**config.mk**
```make
export PLATFORM = sky130hd
export DESIGN_NAME = execute_mdu
export DESIGN_NICKNAME = d
export VERILOG_FILES = /design/src/rtl/execute_mdu.sv
export SDC_FILE = /design/constraint.sdc
export NUM_CORES = 2
export LEC_CHECK = 0
export CAP_MARGIN = 40
export CORE_MARGIN = 3
export CORE_UTILIZATION = 47
export CTS_CLUSTER_DIAMETER = 80
export DETAILED_ROUTE_END_ITERATION = 6
export PLACE_DENSITY = 0.73
export SETUP_SLACK_MARGIN = 0.05
export SYNTH_ARGS = -nofsm -noshare
export SYNTH_HDL_FRONTEND = slang
export SYNTH_SLANG_ARGS = --single-unit
```
**constraint.sdc**
```tcl
create_clock -name clk -period 14.1 [get_ports clk]
set_input_delay 2.115 -clock clk [delete_from_list [all_inputs] [get_ports clk]]
set_output_delay 2.115 -clock clk [all_outputs]
set_load 0.1 [all_outputs]
```
**src/rtl/execute_mdu.sv**
```systemverilog
// Iterative RV64M multiply/divide unit: one bit per cycle, valid/ready in and out, flushable.
// Define EXECUTE_MDU_FAST_MUL_EN to compute multiplies with a single-cycle combinational product.
module execute_mdu #(
  parameter int unsigned XLEN  = 64,
  parameter int unsigned TAG_W = 5
) (
  input  logic             clk,
  input  logic             rst_n,
  input  logic             flush,
  input  logic             in_valid,
  output logic             in_ready,
  input  logic [2:0]       in_op,
  input  logic             in_word,
  input  logic [XLEN-1:0]  in_src_a,
  input  logic [XLEN-1:0]  in_src_b,
  input  logic [TAG_W-1:0] in_tag,
  output logic             out_valid,
  input  logic             out_ready,
  output logic [XLEN-1:0]  out_result,
  output logic [TAG_W-1:0] out_tag,
  output logic             busy
);

  localparam int unsigned CntW   = $clog2(XLEN + 1);
  localparam int unsigned WShift = XLEN - 32;
  localparam logic [XLEN-1:0] MinNeg = {1'b1, {(XLEN - 1){1'b0}}};

  typedef enum logic [2:0] {StIdle, StPrep, StMulIter, StDivIter, StDone} state_e;

  state_e              state_q, state_d;
  logic [2:0]          op_q, op_d;
  logic                word_q, word_d;
  logic [XLEN-1:0]     src_a_q, src_a_d, src_b_q, src_b_d;
  logic [TAG_W-1:0]    tag_q, tag_d;
  logic [XLEN-1:0]     d_q, d_d;
  logic [2*XLEN-1:0]   acc_q, acc_d;
  logic [CntW-1:0]     cnt_q, cnt_d;
  logic                neg_q, neg_d, a_neg_q, a_neg_d;
  logic [XLEN-1:0]     result_q, result_d;

  function automatic logic [XLEN-1:0] sext32(input logic [31:0] v);
    logic [XLEN-1:0] r;
    r = '0;
    r[31:0] = v;
    for (int i = 32; i < XLEN; i++) r[i] = v[31];
    return r;
  endfunction

  // Sign-correct a magnitude product and pick the requested half (W forms: low word).
  function automatic logic [XLEN-1:0] mul_pick(input logic [2*XLEN-1:0] p, input logic [31:0] p_lo,
                                               input logic neg, input logic word,
                                               input logic high);
    logic [2*XLEN-1:0] pf;
    logic [31:0]       lf;
    logic [XLEN-1:0]   r;
    pf = neg ? -p : p;
    lf = neg ? -p_lo : p_lo;
    if (word)      r = sext32(lf);
    else if (high) r = pf[2*XLEN-1:XLEN];
    else           r = pf[XLEN-1:0];
    return r;
  endfunction

  // Operand preparation on the latched request
  logic            sign_a, sign_b, a_neg, b_neg, is_div, is_rem, div_zero, div_ovf;
  logic [XLEN-1:0] a_ext, b_ext, a_abs, b_abs, special_res, special_raw;

  always_comb begin
    sign_a = 1'b1;
    sign_b = 1'b1;
    case (op_q)
      3'd2:                 sign_b = 1'b0;
      3'd3, 3'd5, 3'd7: begin
        sign_a = 1'b0;
        sign_b = 1'b0;
      end
      default: ;
    endcase
    a_ext = word_q ? (sign_a ? sext32(src_a_q[31:0]) : XLEN'(src_a_q[31:0])) : src_a_q;
    b_ext = word_q ? (sign_b ? sext32(src_b_q[31:0]) : XLEN'(src_b_q[31:0])) : src_b_q;
    a_neg = sign_a & a_ext[XLEN-1];
    b_neg = sign_b & b_ext[XLEN-1];
    a_abs = a_neg ? -a_ext : a_ext;
    b_abs = b_neg ? -b_ext : b_ext;
    is_div = op_q[2];
    is_rem = op_q[2] & op_q[1];
    div_zero = word_q ? (src_b_q[31:0] == 32'd0) : (src_b_q == '0);
    div_ovf  = sign_a & (word_q ? (src_a_q[31:0] == 32'h8000_0000 && &src_b_q[31:0])
                                : (src_a_q == MinNeg && &src_b_q));
    if (div_zero) special_raw = is_rem ? a_ext : '1;
    else          special_raw = is_rem ? '0 : a_ext;
    special_res = word_q ? sext32(special_raw[31:0]) : special_raw;
  end

  // Shift-add step: acc = {partial sum, unconsumed multiplier bits}
  logic [XLEN:0]     mul_sum;
  logic [2*XLEN-1:0] mul_acc;
  assign mul_sum = {1'b0, acc_q[2*XLEN-1:XLEN]} + (acc_q[0] ? {1'b0, d_q} : '0);
  assign mul_acc = {mul_sum, acc_q[XLEN-1:1]};

  // Restoring divide step: acc = {remainder, dividend/quotient shift register}
  logic [XLEN:0]     div_sh, div_diff;
  logic              div_ge;
  logic [2*XLEN-1:0] div_acc;
  logic [XLEN-1:0]   div_q, div_r, div_res;
  assign div_sh   = {acc_q[2*XLEN-1:XLEN], acc_q[XLEN-1]};
  assign div_diff = div_sh - {1'b0, d_q};
  assign div_ge   = ~div_diff[XLEN];
  assign div_acc  = {div_ge ? div_diff[XLEN-1:0] : div_sh[XLEN-1:0], acc_q[XLEN-2:0], div_ge};
  assign div_q    = neg_q ? -div_acc[XLEN-1:0] : div_acc[XLEN-1:0];
  assign div_r    = a_neg_q ? -div_acc[2*XLEN-1:XLEN] : div_acc[2*XLEN-1:XLEN];
  assign div_res  = is_rem ? div_r : div_q;

`ifdef EXECUTE_MDU_FAST_MUL_EN
  logic [2*XLEN-1:0] fast_prod;
  assign fast_prod = {{XLEN{1'b0}}, a_abs} * {{XLEN{1'b0}}, b_abs};
`endif

  assign in_ready   = (state_q == StIdle) && !flush;
  assign out_valid  = (state_q == StDone);
  assign busy       = (state_q != StIdle);
  assign out_result = result_q;
  assign out_tag    = tag_q;

  always_comb begin
    state_d  = state_q;
    op_d     = op_q;
    word_d   = word_q;
    src_a_d  = src_a_q;
    src_b_d  = src_b_q;
    tag_d    = tag_q;
    d_d      = d_q;
    acc_d    = acc_q;
    cnt_d    = cnt_q;
    neg_d    = neg_q;
    a_neg_d  = a_neg_q;
    result_d = result_q;
    unique case (state_q)
      StIdle: begin
        if (in_valid && in_ready) begin
          op_d    = in_op;
          word_d  = in_word;
          src_a_d = in_src_a;
          src_b_d = in_src_b;
          tag_d   = in_tag;
          state_d = StPrep;
        end
      end
      StPrep: begin
        d_d     = is_div ? b_abs : a_abs;
        acc_d   = {{XLEN{1'b0}}, is_div ? (word_q ? a_abs << WShift : a_abs) : b_abs};
        cnt_d   = word_q ? CntW'(32) : CntW'(XLEN);
        neg_d   = a_neg ^ b_neg;
        a_neg_d = a_neg;
        if (is_div) begin
          if (div_zero || div_ovf) begin
            result_d = special_res;
            state_d  = StDone;
          end else begin
            state_d = StDivIter;
          end
        end else begin
`ifdef EXECUTE_MDU_FAST_MUL_EN
          result_d = mul_pick(fast_prod, fast_prod[31:0], a_neg ^ b_neg, word_q, op_q != 3'd0);
          state_d  = StDone;
`else
          state_d = StMulIter;
`endif
        end
      end
      StMulIter: begin
        acc_d = mul_acc;
        cnt_d = cnt_q - 1'b1;
        if (cnt_q == CntW'(1)) begin
          // W products land XLEN-32 bits up since only 32 shifts occurred
          result_d = mul_pick(mul_acc, mul_acc[WShift +: 32], neg_q, word_q, op_q != 3'd0);
          state_d  = StDone;
        end
      end
      StDivIter: begin
        acc_d = div_acc;
        cnt_d = cnt_q - 1'b1;
        if (cnt_q == CntW'(1)) begin
          result_d = word_q ? sext32(div_res[31:0]) : div_res;
          state_d  = StDone;
        end
      end
      StDone: begin
        if (out_ready) state_d = StIdle;
      end
      default: state_d = StIdle;
    endcase
    if (flush) state_d = StIdle;
  end

  always_ff @(posedge clk or negedge rst_n) begin
    if (!rst_n) begin
      state_q  <= StIdle;
      op_q     <= '0;
      word_q   <= 1'b0;
      src_a_q  <= '0;
      src_b_q  <= '0;
      tag_q    <= '0;
      d_q      <= '0;
      acc_q    <= '0;
      cnt_q    <= '0;
      neg_q    <= 1'b0;
      a_neg_q  <= 1'b0;
      result_q <= '0;
    end else begin
      state_q  <= state_d;
      op_q     <= op_d;
      word_q   <= word_d;
      src_a_q  <= src_a_d;
      src_b_q  <= src_b_d;
      tag_q    <= tag_d;
      d_q      <= d_d;
      acc_q    <= acc_d;
      cnt_q    <= cnt_d;
      neg_q    <= neg_d;
      a_neg_q  <= a_neg_d;
      result_q <= result_d;
    end
  end

endmodule

```
==> flow_summary.json <==
{
  "slowest_stage": "a21boi_0",
  "track_usage": 0.4833,
  "avgRoutedWirePerCell_um": 32.92,
  "areaGrowthSynthToFinish_pct": 14.72,
  "postRouteAntennaNets": 0,
  "min_path_type": "flop to flop",
  "wirelength_mm": 238.7,
  "num_vias": 51130,
  "post_synth.cell_area_avg_sq_um": 7.282,
  "instances_no_fill": 7250,
  "status": "finished, final reports clean",
  "route.detailed.drc": 0,
  "rows": 110,
  "ys_seq_elements": 405,
  "synthXorXnorAreaFrac": 0.08385,
  "cts.repair.resized": 0,
  "r2r-start": "acc_q[63]$_DFFE_PN0P_",
  "synth_edf_count": 0,
  "synth.area.top_cells": "dfrtp_1 (23%), a21oi_1 (6.6%), o21ai_0 (6.6%)",
  "timing.critical_path.required_ps": 14660,
  "die_h_um": 310.1,
  "synth_top_area_cell": "dfrtp_1",
  "nNetsFinal": 6302,
  "min_period_over_period": 0.6242,
  "fin_skew_ps": 37.75,
  "netlist_top_cells_count": "nand2_1 (676), nor2_1 (626), a21oi_1 (576)",
  "drive_gt1_frac": 0.09569,
  "grt_pass1_wl_mm": 338.7,
  "synthArstFlopShare": 1.000,
  "die_x_um": 310.1,
  "report.final.slew_viol_count": 0,
  "drtIter0Drc": 7968,
  "grt_overflow": 0,
  "worstSkewPairLatency_ps": 680,
  "cts_hold_buf": 0,
  "h-tree-depth": 2,
  "synth_top_area_share": 0.2332,
  "grt_pass1_vias": 47240,
  "worstSetupPathType": "flop to flop",
  "drv_cap": 0,
  "critical_path.max_fanout": 22,
  "start_util": 0.4783,
  "cts_buffer_depth": 3,
  "maxSlewHeadroom": 0.1697,
  "period_needed_ps": 8802,
  "cts-root-buf": "clkbuf_16",
  "place_inst": 7121,
  "dp_hpwl_mm": 187.4,
  "synth_cell_types": 98,
  "fill_cells": 8725,
  "drtPass1Iterations": 7,
  "ys_seq_area_frac": 0.2332,
  "synthCells": 5967,
  "cts_tree": "built",
  "ioPinCount": 214,
  "cts_buffers": 51,
  "finalSetupViolCount": 0,
  "cp.arrival_ps": 9360,
  "finalSetupTns_ps": 0,
  "muxShareOfSynthArea": 0.07144,
  "yosys.area_share.simple": 0.2320,
  "core_sq_um": 90840,
  "rsz0062_at_grt": "no",
  "gp_congestion": 1.122,
  "fmax_mhz": 113.6,
  "synth.most_common_cell": "nand2_1",
  "worst_pin_slew_ps": 1246,
  "cpPeakStageDelay_ps": 750,
  "die_area_sq_um": 96130,
  "synthesis.nets": 6248,
  "syn-cell-area_sq_um": 43450,
  "port_buffers": 213,
  "final_core_util": 0.5488,
  "antenna_found_initial": 27,
  "crit_start": "acc_q[63]$_DFFE_PN0P_",
  "postCtsSetupRepairBufs": 0,
  "synthAdderAreaFrac": 0.04037,
  "synth_compound_gate_area_share": 0.2877,
  "yosys_warnings": 0,
  "min_from": "d_q[33]$_DFFE_PN0P_",
  "cts.sinks": 405,
  "synth_top_family_by_area": "compound AO/OA/AOI/OAI gates",
  "via_per_inst": 7.052,
  "synth_ff_type": "dfrtp_1",
  "clk_pin_slew_ps": 60,
  "cp-start-kind": "flop",
  "grt_max_degree": 171,
  "cp-end-kind": "flop",
  "final-hold-violation-count": 0
}
## cell families (layout without fill, tap and decap cells)
kind of cell	after synthesis	after routing
flip-flops	405	405
multiplexers	289	289
buffers and inverters	588	682
adder cells (fa/ha/maj)	139	139
AO/OA/AOI/OAI	2002	2002
XOR/XNOR	416	416
AND/OR/NAND/NOR	2128	2128
other	0	13
## per-layer routing
layer	global-route usage	vias to the layer above	wire length (um)	part of all wire
li1	-	22020	-	-
met1	0.5986	24300	87870	0.37
met3	0.1506	894	29820	0.12
met2	0.7054	3911	98490	0.41
met4	0.3601	8	22460	0.094
met5	0	-	49	0.00021
## flip-flops by register name (all words and copies together) (netlist names)
| name | cells |
|---|---|
| acc_q | 128 |
| d_q | 64 |
| out_result | 64 |
| src_a_q | 64 |
| src_b_q | 64 |
| cnt_q | 7 |
| out_tag | 5 |
| op_q | 3 |
| state_q | 3 |
| a_neg_q | 1 |
| neg_q | 1 |
| word_q | 1 |
## layout make-up
class                      count  area (sq um)  share of cell area
clock buffer                  70          1438             0.02884
clock inverter                23         345.3            0.006928
inverter                     138         519.2             0.01042
tap                         1176          1471             0.02952
timing repair buffer         451          4712             0.09453
sequential                   405         10150              0.2036
antenna                       13         32.53           0.0006526
multi-input combinational   4974         31180              0.6255
## worst max-delay path, delay by kind of cell, from the launching register on
family | cells | cell delay, ps
buffers and inverters | 5 | 1330
and+or+nand+nor | 9 | 2920
AOI/OAI and AO/OA | 8 | 2740
DFF | 1 | 530
xor gates and xnor gates | 1 | 160
adders and majority gates | 3 | 980
## worst paths after layout
check / end / slack, ps / depth (start not counted)
worst min-delay path: d_q[33]$_DFFE_PN0P_ / 480 / 2
worst max register to register: out_result[56]$_DFFE_PN0P_ / 5300 / 26
worst min register to register: d_q[33]$_DFFE_PN0P_ / 480 / 2
min in group asynchronous: src_b_q[48]$_DFFE_PN0P_ / 1450 / 1
worst max-delay path: out_result[56]$_DFFE_PN0P_ / 5300 / 26
max in group asynchronous: acc_q[84]$_DFFE_PN0P_ / 10720 / 3
## cells in the final DEF, fill, tap and decap left out, types with 21 or more instances in the layout
cell,count
a21o_1,81
a22oi_1,21
clkdlybuf4s50_1,212
nand4_1,109
a21oi_1,574
o21ai_1,22
nor2_1,619
xor2_1,184
or3_1,111
inv_1,132
nand2b_1,31
o22ai_1,34
buf_4,124
o31ai_1,92
o211ai_1,86
mux2i_1,120
a221oi_1,21
buf_2,24
xnor2_1,231
nor4_1,71
ha_1,137
and2_1,36
o21a_1,26
nor2b_1,25
and3_1,33
o22a_1,33
mux2_2,169
a211oi_1,95
or4_1,48
nand3_1,81
dfrtp_1,400
a22o_1,29
buf_8,61
a31oi_1,52
o41ai_1,23
or2_2,29
clkbuf_16,51
o21ai_0,573
nand2_1,673
nor3_1,152
## metrics by stage
stage | setup slack (ps) | hold slack (ps) | cell area, sq um
final | 5298 | 476.1 | 49850
after global routing | 5150 | 516.4 | 49820
after CTS | 5670 | 483.2 | 49660
after detailed placement | 5721 | 469.6 | 47870
after global placement | 5986 | 460.1 | 46250
after floorplan | 6906 | 449.8 | 43450
Power is not shown: default switching activity piles up to over one toggle a cycle in this logic, so the estimate is an artifact.
